## src/rtl/key_debounce_pulse.sv

```systemverilog
// key_debounce_pulse: debounces one raw active-low push-button into a stable
// level plus single-cycle press/release pulses, all on the board clock.
// Optional feature: define KEY_AUTOREPEAT_EN to emit repeat press pulses
// while the key stays held.
module key_debounce_pulse #(
  parameter int unsigned DB_CYCLES    = 500000,
  parameter int unsigned CNT_W        = 20,
  parameter int unsigned REPEAT_DELAY = 25000000,
  parameter int unsigned REPEAT_RATE  = 5000000
) (
  input  logic clk,
  input  logic reset,
  input  logic key_n,
  output logic press_pulse,
  output logic release_pulse,
  output logic key_level
);

  typedef enum logic [1:0] {
    IDLE,
    PRESS_WAIT,
    HELD,
    REL_WAIT
  } state_t;

  localparam logic [CNT_W-1:0] CNT_LAST = CNT_W'(DB_CYCLES - 1);

  logic             sync_1;
  logic             sync_2;
  logic             key_s;
  state_t           state;
  logic [CNT_W-1:0] cnt;
  logic             rep_fire;

  // Two-flop synchronizer; both stages rest at 1 (released) after reset.
  always_ff @(posedge clk) begin
    // NOTE: sequential state always uses non-blocking assignments so every
    // flop samples the pre-edge value of the others (sync_2 gets old sync_1).
    if (!reset) begin
      sync_1 <= 1'b1;
      sync_2 <= 1'b1;
    end else begin
      sync_1 <= key_n;
      sync_2 <= sync_1;
    end
  end

  assign key_s = ~sync_2;

`ifdef KEY_AUTOREPEAT_EN
  localparam int unsigned REP_MAX = (REPEAT_DELAY > REPEAT_RATE) ? REPEAT_DELAY : REPEAT_RATE;
  localparam int unsigned REP_W   = $clog2(REP_MAX + 1);

  logic [REP_W-1:0] rep_cnt;
  logic             rep_run;   // set once the first (delayed) repeat has fired
  logic [REP_W-1:0] rep_last;

  assign rep_last = rep_run ? REP_W'(REPEAT_RATE - 1) : REP_W'(REPEAT_DELAY - 1);
  assign rep_fire = (state == HELD) && key_s && (rep_cnt == rep_last);

  // Repeat timer: runs only while held, pauses in REL_WAIT, clears in IDLE.
  always_ff @(posedge clk) begin
    if (!reset || state == IDLE) begin
      rep_cnt <= '0;
      rep_run <= 1'b0;
    end else if (state == HELD && key_s) begin
      if (rep_fire) begin
        rep_cnt <= '0;
        rep_run <= 1'b1;
      end else begin
        rep_cnt <= rep_cnt + 1'b1;
      end
    end
  end
`else
  assign rep_fire = 1'b0;
`endif

  // Debounce FSM with registered outputs; cnt measures stable time per state.
  always_ff @(posedge clk) begin
    if (!reset) begin
      state         <= IDLE;
      cnt           <= '0;
      press_pulse   <= 1'b0;
      release_pulse <= 1'b0;
      key_level     <= 1'b0;
    end else begin
      // Pulses default low so each one lasts exactly one cycle.
      press_pulse   <= 1'b0;
      release_pulse <= 1'b0;
      // NOTE: every state change clears cnt, so each wait state starts its
      // stability measurement from zero and cnt can never wrap.
      unique case (state)
        IDLE: begin
          if (key_s) begin
            state <= PRESS_WAIT;
            cnt   <= '0;
          end
        end
        PRESS_WAIT: begin
          if (!key_s) begin
            state <= IDLE;
            cnt   <= '0;
          end else if (cnt == CNT_LAST) begin
            state       <= HELD;
            cnt         <= '0;
            press_pulse <= 1'b1;
            key_level   <= 1'b1;
          end else begin
            cnt <= cnt + 1'b1;
          end
        end
        HELD: begin
          if (!key_s) begin
            state <= REL_WAIT;
            cnt   <= '0;
          end else if (rep_fire) begin
            press_pulse <= 1'b1;
          end
        end
        REL_WAIT: begin
          if (key_s) begin
            state <= HELD;
            cnt   <= '0;
          end else if (cnt == CNT_LAST) begin
            state         <= IDLE;
            cnt           <= '0;
            release_pulse <= 1'b1;
            key_level     <= 1'b0;
          end else begin
            cnt <= cnt + 1'b1;
          end
        end
        default: begin
          state <= IDLE;
          cnt   <= '0;
        end
      endcase
    end
  end

endmodule

```

## config.mk

```make
export PLATFORM = sky130hd
export DESIGN_NAME = key_debounce_pulse
export DESIGN_NICKNAME = d
export VERILOG_FILES = /design/src/rtl/key_debounce_pulse.sv
export SDC_FILE = /design/constraint.sdc
export NUM_CORES = 1
export LEC_CHECK = 0
export ABC_AREA = 1
export CORE_MARGIN = 2
export CORE_UTILIZATION = 40
export CTS_BUF_LIST = sky130_fd_sc_hd__clkbuf_8
export DETAILED_ROUTE_END_ITERATION = 8
export MAX_ROUTING_LAYER = met4
export SLEW_MARGIN = 20
export SYNTH_ARGS = -nofsm -noshare
export SYNTH_HDL_FRONTEND = slang
export SYNTH_SLANG_ARGS = --single-unit
```

## constraint.sdc

```tcl
create_clock -name clk -period 4 [get_ports clk]
set_input_delay 0.8 -clock clk [delete_from_list [all_inputs] [get_ports clk]]
set_output_delay 0.8 -clock clk [all_outputs]
set_load 0.05 [all_outputs]
```

Word level (Yosys, flattened, before mapping)
Index checks and enable logic that the tools add are counted.

word-level totals
  flip-flop bits (word level) = 27
  word-level logic and storage cells = 48
  bits of input ports = 3
  bits in latches = 0
  memory bits (writable) = 0
  ROM bits = 0
  memories = 0

cells by class
  multiply operators = 0
  bitwise gates (word level) = 2
  shift-type cells = 0
  mux-type cells = 19
  magnitude comparators = 0
  equal/unequal tests = 12
  div/mod/pow operators = 0
  add/subtract/negate cells = 1
  reductions and logical operators = 7

operators by type and width
  cell                     number
  $mux W20                 5
  $pmux W20 S4             1
  $add A20 B1 Y20 const B  1
  $eq A20 B19 Y1 const B   1
  $mux W2                  6
  $ne A2 B2 Y1 const B     6
  $pmux W2 S4              1
  $ne A3 B3 Y1 const B     2
  $mux W1                  5
  $reduce_and A5 Y1        1
  $eq A2 B2 Y1 const B     2
  $reduce_and A4 Y1        1
  $reduce_and A3 Y1        1
  $reduce_or A3 Y1         1
  $eq A2 B1 Y1 const B     1
  $logic_not A2 Y1         1
  $not A1 Y1               2
  $pmux W1 S2              1
  $reduce_and A2 Y1        1
  $reduce_bool A2 Y1       1

Logic depth before layout (Yosys ltp)
Gate-level depths: netlist of the first run.

  depth in word-level cells = 4
  depth in mapped cells = 10

Worst setup path before layout of the first run
OpenSTA, ideal clock, no wires.

  kind = register -> register
  from = register cnt[0]
  to = register state[0]
  buffers on the path = 1
  library setup time = 0.117 ns
  data arrival time = 1.299 ns
  slack = 2.584 ns
  cell stages (with the launch flop) = 10
  data required time = 3.883 ns
  path through = dfxtp_1 -> ha_1 -> nand2_2 -> nor2_4 -> nand3_2 -> nor2_2 -> nor2_2 -> buf_6 -> nor2_2 -> nor3_2

on the way
  cells in the longest elaborated chain, start to end = 3

RTL lines
  item                                    RTL line  RTL
  start: declaration                      32        logic [CNT_W-1:0] cnt;
  start signal: assignment                110       cnt <= cnt + 1'b1;
  start signal: assignment                131       cnt <= cnt + 1'b1;
  $eq A20 B19 Y1 (*)                      104, 125
  $ne A3 B3 Y1 (no source line)           -
  $reduce_and A4 Y1 (no source line) (*)  -
  end signal: assignment                  102       state <= IDLE;
  end signal: assignment                  105       state <= HELD;
  end signal: assignment                  126       state <= IDLE;
  end: declaration                        31        state_t state;

Mark *: on every way between the ends. The rest lies on a longest branch, timed or not.
A chain may end at the register's enable or synchronous reset.

Worst setup path in the final report of the first run
  from = register key_level
  to = output port key_level

RTL lines
  item                      RTL line  RTL
  start: declaration        16        output logic key_level
  start signal: assignment  86        key_level <= 1'b0;
  start signal: assignment  108       key_level <= 1'b1;
  start signal: assignment  129       key_level <= 1'b0;

No word-level cell between the ends.

==> results of run 1 <==
==> cell families after synthesis <==
| kind of cell | synth area share [%] |
|---|---|
| AND/OR/NAND/NOR | 40.36 |
| AO/OA/AOI/OAI | 11.78 |
| buffers and inverters | 10.49 |
| adder cells (fa/ha/maj) | 0.8070 |
| XOR/XNOR | 1.695 |
| flip-flops | 34.87 |
==> metal layers <==
metal  global-route usage (%)  vias to the layer above
met4                    5.357                        0
met2                    27.38                       13
li1                         -                      761
met3                    2.044                        4
met1                    21.57                      619
met5                        -                        -
==> cells in the mapped netlist (all sizes together) <==
cell type	n
xor2	1
buf	7
o22ai	1
nand4	5
nor3	4
inv	30
o21bai	1
nand2	86
o21ai	8
xnor2	2
o211ai	1
nand3	18
nor2	23
or2	2
ha	1
dfxtp	27
a21oi	22
==> worst max path at each step <==
stage | from | to | cells after the start
after detailed placement | reset | sync_2 | 3
after floorplan | cnt[0] | state[0] | 9
after global routing | key_level | key_level | 1
final | key_level | key_level | 1
after global placement | reset | sync_1 | 3
after CTS | key_level | key_level | 1
==> sequential cells by signal, indices dropped and copies added, names as in the netlist, named ones only <==
register	flops
sync_1	1
sync_2	1
cnt	20
press_pulse	1
release_pulse	1
state	1
key_level	1
==> power breakdown <==
group | leakage (nW) | switching (mW) | internal, mW | total (mW)
logic | 0.333 | 0.0314 | 0.0139 | 0.0452
registers | 0.218 | 0.00500 | 0.273 | 0.278
clock network | 0.0255 | 0.0893 | 0.0700 | 0.159
==> cell type report <==
type,instances,area share [%]
multi-input cells,175,50.90
clock inverters,1,0.3008
well taps,48,3.609
inverters,30,6.767
clock buffers,3,2.481
repair buffers,6,3.459
flip-flops and latches,27,32.48
==> qor.txt, run 1 <==
WHS = 421.0 ps
Reg clk slew, reported paths = 100 ps
Minimum clock period = 2226 ps
Crit path kind = flip-flop to output port
TritonCTS clock tree = yes
Cell Count Post-Placement = 286
Worst hold start = sync_1
Layout Skew = 2.441 ps
Synth Net Count = 243
Die Y = 66.26 um
Post-route DRC = 0
NumNets Final = 247
Unique cell type count in the Yosys netlist = 26
Largest net degree at the start of global routing = 21
Final hold vios = 0
# Post-CTS Setup Buffers = 0
Worst reg2reg path endpoint = cnt[19]
Drt pass-1 iters = 4
Syn_area_per_cell = 6.486 sq um
Pwr Density = 289.9 nW/um^2
WHS Endpoint = sync_2
Maximum clock rate = 449.3 MHz
Top post-synthesis cells by area = dfxtp_1 (35%), nand2_1 (20%), inv_1 (6.8%), a21oi_1 (6.1%), nand3_1 (4.8%)
Max incr delay on CP = 800 ps
Setup TNS = 0 ps
# diodes = 0
Finish-stage setup viols = 0
Hold depth = 1
Post-route cell area = 1664 sq um
Final core occ = 45.12%
Post-synthesis sequential area ratio = 34.87%
Worst hold path type = flip-flop to flip-flop
Htree depth = 1
Overall power = 482.4 uW
Post-synth top area share = 34.87%
Worst Setup Start Kind = flip-flop
Post-synthesis cell count = 239
FILL cells = 412
Worst R2R Setup Slack = 2050 ps
Worst-case reg-to-reg path depth = 8
Syn. warnings = 0
Synth Register Bits = 27
Sink Count = 27
Final WL = 3.143 mm
First-pass GRT wire length = 5.595 mm
Sequential cell area = 540.5 sq um
Crit share post-route = 55.64%
Total gr overflow = 0
Drt wl/cell = 10.84 um
Clock Latency Late Sink = 280 ps
Origin of the critical flop-to-flop path = cnt[0]
Initial antenna violation count = 0
Longest Clk Path Bufs = 2
# rows = 22
Max-slew violations = 0
Worst EP required = 3200 ps
Met3 WL = 63 um
DR WL met2 = 1.408 mm
Outcome = complete, no violations
CTS Root Cell = clkbuf_8
Largest area contributor in the netlist = dfxtp_1
Starting Density = 42.03%
Kind of cell adding the most delay to the critical path = buffers and inverters
CTS Hold Bufs = 0
DPL Wire Length = 2.242 mm
IO Pins = 6
Pre-CTS setup slack = 1603 ps
DRT met1 WL = 1.640 mm
Buf/Inv on CP = 1
Multi-input gate area = 847.1 sq um
Antenna viol nets, final = 0
Total core area = 3689 sq um
Routed vias = 1397
Dpl cell area = 1618 sq um
Max cap viols = 0
Slew at the pin with the worst max-slew slack = 901.1 ps
Worst vdd ir = 0.1680 mV
Commonest non-fill, non-tap cells in the layout = nand2_1 (82), inv_1 (28), dfxtp_1 (27)
IO buf count = 5
Final non-filler cell total = 290
Global Route Usage Sum = 16.75%
RSZ-0062 raised after global routing = no
Commonest non-fill, non-tap cell in the layout = nand2_1
Max-slew headroom = 39.86%
Final setup margin = 1774 ps
Top routing layer in use = met4
Number of global-route vias before repair = 1324
Crit path DAT = 1430 ps
Static Leak = 0.5769 nW
CP cell instances = clkdlybuf4s50_1
CP endpoint kind = output port
First DRT Iteration DRCs = 29
Via density = 4.817
Share of cells above drive strength 1 = 11.57%
Die area = 4390 sq um
Slowest CP cell = clkdlybuf4s50_1
Die X = 66.26 um
Cts bufs inserted = 3
Worst-path fanout max = 2
Post-cts gate resize count = 0
Post-Syn Area = 1550 sq um
Routability cong. = 0.8132
Area grow syn2layout = 7.345%
Note: power is estimated with default switching activity, not from simulation.
==> inputs of run 2 (changes only) <==
Clock period 4 ns to 1.86 ns, I/O delays scaled along.
==> run 2 against run 1 <==
Wire length rose by 4.8%; total power rose by 120%; die area did not move; sequential share of layout area fell by 1.3 points; non-clock buffer count rose by 8; combinational power rose by 140%; count of clock-buffer cells in the layout did not move; final cell count rose by 2.8%; global-route usage rose by 1.2 points; highest routed layer unchanged.
==> qor.txt, run 2 (synthesis results as in run 1) <==
Max-slew headroom = 64.11% (was 39.86%)
Post-route DRC = 0 (unchanged)
Max reg flops = 20 (unchanged)
# rows = 22 (unchanged)
Worst-path fanout max = 2 (unchanged)
Slew at the pin with the worst max-slew slack = 534.2 ps (was 901.1 ps)
Most flops, register = cnt (unchanged)
Layout Skew = 6.777 ps (was 2.441 ps)
Max cap viols = 0 (unchanged)
Final setup margin = 64.66 ps (was 1774 ps)
Final core occ = 46.95% (was 45.12%)
Crit share post-route = 96.52%
CTS Hold Bufs = 0 (unchanged)
Total core area = 3689 sq um (unchanged)
Cell Count Post-Placement = 294 (was 286)
Number of global-route vias before repair = 1326 (was 1324)
Final hold vios = 0 (unchanged)
Reg clk slew, reported paths = 90 ps (was 100 ps)
# diodes = 0 (unchanged)
Largest net degree at the start of global routing = 21 (unchanged)
CP cell instances = clkdlybuf4s50_1 (unchanged)
Worst reg2reg path endpoint = cnt[12] (was cnt[19])
Maximum clock rate = 557.0 MHz
NumNets Final = 255 (was 247)
First DRT Iteration DRCs = 49 (was 29)
DPL Wire Length = 2.473 mm (was 2.242 mm)
Initial antenna violation count = 0 (unchanged)
Worst EP required = 1490 ps (was 3200 ps)
Worst R2R Setup Slack = 230 ps (was 2050 ps)
Global Route Usage Sum = 17.90% (was 16.75%)
Worst hold start = sync_1 (unchanged)
Worst setup path start = key_level (unchanged)
Worst vdd ir = 0.5587 mV (was 0.1680 mV)
Longest Clk Path Bufs = 2 (unchanged)
Buf/Inv on CP = 1 (unchanged)
First-pass GRT wire length = 6.003 mm (was 5.595 mm)
Drt pass-1 iters = 4 (unchanged)
Slowest CP cell = clkdlybuf4s50_1 (unchanged)
Pre-CTS setup slack = -23.20 ps (was 1603 ps)
Worst-case reg-to-reg path depth = 8 (unchanged)
Share of cells above drive strength 1 = 14.40% (was 11.57%)
Area grow syn2layout = 11.70% (was 7.345%)
IO buf count = 5 (unchanged)
Kind of cell adding the most delay to the critical path = buffers and inverters (unchanged)
Antenna viol nets, final = 0 (unchanged)
WHS = 421.0 ps (about the same)
Die area = 4390 sq um (unchanged)
Crit path kind = flip-flop to output port (unchanged)
RSZ-0062 raised after global routing = no (unchanged)
Max incr delay on CP = 800 ps (about the same)
Cts bufs inserted = 3 (unchanged)
Crit path DAT = 1420 ps (was 1430 ps)
Worst hold path type = flip-flop to flip-flop (unchanged)
FILL cells = 399 (was 412)
Final non-filler cell total = 298 (was 290)
Finish-stage setup viols = 0 (unchanged)
Outcome = complete, no violations (unchanged)
Static Leak = 0.6149 nW (was 0.5769 nW)
Clock Latency Late Sink = 270 ps (was 280 ps)
Hold depth = 1 (unchanged)
Commonest non-fill, non-tap cell in the layout = nand2_1 (unchanged)
Via density = 4.812 (was 4.817)
Commonest non-fill, non-tap cells in the layout = nand2_1 (82), inv_1 (28), dfxtp_1 (27) (unchanged)
Die X = 66.26 um (unchanged)
Pwr Density = 607.7 nW/um^2 (was 289.9 nW/um^2)
Htree depth = 1 (unchanged)
Routability cong. = 0.8052 (was 0.8132)
Max-slew violations = 0 (unchanged)
Total gr overflow = 0 (unchanged)
TritonCTS clock tree = yes (unchanged)
Origin of the critical flop-to-flop path = cnt[0] (unchanged)
Starting Density = 42.03% (unchanged)
Minimum clock period = 1795 ps
CTS Root Cell = clkbuf_8 (unchanged)
WHS Endpoint = sync_2 (unchanged)
IO Pins = 6 (unchanged)
Drt wl/cell = 11.06 um (was 10.84 um)
Die Y = 66.26 um (unchanged)
Routed vias = 1434 (was 1397)
CP endpoint kind = output port (unchanged)
Sink Count = 27 (unchanged)
Worst Setup Start Kind = flip-flop (unchanged)
Final WL = 3.295 mm (was 3.143 mm)
Overall power = 1.052 mW (was 482.4 uW)
[run 2: power by group]
part | switching, mW | internal, mW | leakage (nW)
clock | 0.193 | 0.152 | 0.0217
sequential | 0.0104 | 0.587 | 0.218
combinational | 0.0708 | 0.0391 | 0.375
[run 2: per-layer routing]
layer | routed length [um] | GRT usage [%] | vias up
met5 | 0 | - | -
met4 | 14 | 3.827 | 0
met3 | 88 | 2.044 | 2
met2 | 1537 | 28.75 | 18
met1 | 1655 | 24.32 | 633
li1 | - | - | 781
[run 2: worst max path at each step]
stage                            to  slack (ps)  depth (start not counted)
final                     key_level          60                          1
after global routing      key_level          20                          1
after CTS                 key_level          60                          1
after detailed placement    cnt[17]         -20                          8
after global placement      cnt[17]         -10                          8
after floorplan            state[0]         440                          9
[run 2: cell type report]
type                       count  area [sq um]  area share, %
tap                           48         60.06          3.468
clock buffer                   3         41.29          2.384
inverter                      30         112.6          6.503
sequential                    27         540.5          31.21
clock inverter                 1         7.507         0.4335
multi-input combinational    175         852.1          49.21
timing repair buffer          14         117.6          6.792
[run 2: timing repair]
| item | CTS | global route |
|---|---|---|
| gates resized for setup | 1 | 0 |
| buffers inserted | 0 | 0 |
| setup endpoints to repair | 15 | 0 |
[run 2: stage by stage]
stage | setup TNS (ps) | instance area [sq um]
2_1_floorplan | 0 | 1550
3_3_place_gp | -31.40 | 1678
3_5_place_dp | -168.7 | 1678
4_1_cts | 0 | 1732
5_1_grt | 0 | 1732
6_report | 0 | 1732
==> inputs of run 3 (changes only) <==
Settings changed: CORE_MARGIN 2 to 10.
==> run 3 against run 2 <==
Die area is 54% higher; core utilization shrank 1.0 points; final cell count decreased by 1.0%; combinational power fell by 5%; count of clock-buffer cells in the layout did not move; clock power up 3%; global-route usage shrank 7.4 points; critical path type unchanged; largest power group unchanged.
==> qor.txt, run 3 (synthesis results as in run 1) <==
Max cap viols = 0 (unchanged)
Global Route Usage Sum = 10.53% (was 17.90%)
Commonest non-fill, non-tap cell in the layout = nand2_1 (unchanged)
Outcome = complete, no violations (unchanged)
First-pass GRT wire length = 5.595 mm (was 6.003 mm)
Worst Setup Start Kind = flip-flop (unchanged)
Die X = 82.26 um (was 66.26 um)
Worst EP required = 1490 ps (about the same)
IO Pins = 6 (unchanged)
Total gr overflow = 0 (unchanged)
Via density = 4.851 (was 4.812)
# rows = 22 (unchanged)
Clock Power Share = 33.8% (was 32.8%)
Kind of cell adding the most delay to the critical path = buffers and inverters (unchanged)
Routed vias = 1431 (was 1434)
Buf/Inv on CP = 1 (unchanged)
Slew at the pin with the worst max-slew slack = 562.0 ps (was 534.2 ps)
Antenna viol nets, final = 0 (unchanged)
TritonCTS clock tree = yes (unchanged)
Cts bufs inserted = 3 (unchanged)
IO buf count = 5 (unchanged)
Htree depth = 1 (unchanged)
Combinational share of power = 9.8% (was 10.5%)
Switching Share = 27.02% (was 26.06%)
CTS Root Cell = clkbuf_8 (unchanged)
Max reg flops = 20 (unchanged)
Initial antenna violation count = 0 (unchanged)
Final WL = 3.218 mm (was 3.295 mm)
Final setup margin = 67.02 ps (was 64.66 ps)
Switch Pwr = 286.0 uW (was 274.2 uW)
Pre-CTS setup slack = -46.46 ps (was -23.20 ps)
Sink Count = 27 (unchanged)
First DRT Iteration DRCs = 102 (was 49)
Most flops, register = cnt (unchanged)
Cell Count Post-Placement = 291 (was 294)
Slowest CP cell = clkdlybuf4s50_1 (unchanged)
Drt wl/cell = 10.91 um (was 11.06 um)
Max-slew violations = 0 (unchanged)
Die area = 6766 sq um (was 4390 sq um)
Share of cells above drive strength 1 = 13.77% (was 14.40%)
Crit path kind = flip-flop to output port (unchanged)
Final non-filler cell total = 295 (was 298)
FILL cells = 382 (was 399)
Drt pass-1 iters = 4 (unchanged)
DR WL met2 = 1.347 mm (was 1.537 mm)
Worst vdd ir = 0.3675 mV (was 0.5587 mV)
Reg power frac = 56.4% (was 56.8%)
Commonest non-fill, non-tap cells in the layout = nand2_1 (82), inv_1 (28), dfxtp_1 (27) (unchanged)
Finish-stage setup viols = 0 (unchanged)
Overall power = 1.058 mW (was 1.052 mW)
Layout Skew = 7.707 ps (was 6.777 ps)
Routability cong. = 0.8115 (was 0.8052)
Final core occ = 45.93% (was 46.95%)
Clock Latency Late Sink = 280 ps (was 270 ps)
DPL Wire Length = 2.281 mm (was 2.473 mm)
NumNets Final = 252 (was 255)
Cell Int Power = 772.4 uW (was 778.1 uW)
DRT met1 WL = 1.752 mm (was 1.655 mm)
RSZ-0062 raised after global routing = no (unchanged)
Worst-path fanout max = 1 (was 2)
Total core area = 3716 sq um (was 3689 sq um)
CP cell instances = clkdlybuf4s50_1 (unchanged)
Final hold vios = 0 (unchanged)
Top routing layer in use = met4 (unchanged)
Post-route DRC = 0 (unchanged)
Crit share post-route = 96.40% (was 96.52%)
Starting Density = 41.72% (was 42.03%)
Met3 WL = 67 um (was 88 um)
Area grow syn2layout = 10.09% (was 11.70%)
Minimum clock period = 1793 ps (was 1795 ps)
Maximum clock rate = 557.7 MHz (was 557.0 MHz)
Worst hold path type = flip-flop to flip-flop (unchanged)
Setup TNS = 0 ps (unchanged)
Reg clk slew, reported paths = 100 ps (was 90 ps)
Largest net degree at the start of global routing = 22 (was 21)
Longest Clk Path Bufs = 2 (unchanged)
CTS Hold Bufs = 0 (unchanged)
Max incr delay on CP = 800 ps (about the same)
Crit path DAT = 1420 ps (about the same)
Die Y = 82.26 um (was 66.26 um)
Sequential cell area = 540.5 sq um (unchanged)
CP endpoint kind = output port (unchanged)
Max-slew headroom = 62.24% (was 64.11%)
Multi-input gate area = 852.1 sq um (unchanged)
Pwr Density = 620.2 nW/um^2 (was 607.7 nW/um^2)
Number of global-route vias before repair = 1223 (was 1326)
Static Leak = 0.6015 nW (was 0.6149 nW)
# diodes = 0 (unchanged)
-- run 3: cell count changes in the layout (fill, tap and decap cells not counted) --
| cell | before | now |
|---|---|---|
| buf_4 | 9 | 7 |
| clkdlybuf4s50_1 | 5 | 4 |
-- run 3: cell type report --
class / instances / area share (%)
multi-input cells: 175 / 49.93
flip-flops and latches: 27 / 31.67
inverters: 30 / 6.598
repair buffers: 11 / 5.425
well taps: 48 / 3.519
clock buffers: 3 / 2.419
clock inverters: 1 / 0.4399
-- run 3: final timing paths --
path / start / to / slack (ps) / cells after the start
max: press_pulse / press_pulse / 70 / 1
min: sync_1 / sync_2 / 430 / 1
max reg2reg: cnt[0] / cnt[19] / 230 / 8
min reg2reg: sync_1 / sync_2 / 430 / 1
-- run 3: power by group through the flow --
stage	logic [mW]	registers [mW]	clock network, mW
6_report	0.104	0.597	0.357
2_1_floorplan	0.0775	0.608	0
3_3_place_gp	0.105	0.610	0
3_5_place_dp	0.103	0.610	0
5_1_grt	0.114	0.599	0.390
4_1_cts	0.104	0.597	0.368
-- run 3: per-stage QoR --
stage	hold slack [ps]	instance area, sq um
5_1_grt	443.9	1707
4_1_cts	433.4	1707
2_1_floorplan	392.5	1550
3_3_place_gp	393.9	1653
3_5_place_dp	407.0	1653
6_report	426.1	1707
-- run 3: routing by layer --
layer	global-route usage [%]	vias up
li1	-	771
met1	14.47	638
met2	15.24	17
met3	1.620	5
met4	3.571	0
met5	-	-
-- run 3: repair_timing --
action | CTS | global route
setup endpoints to repair | 19 | 0
buffers inserted | 0 | 0
resized for setup | 1 | 0
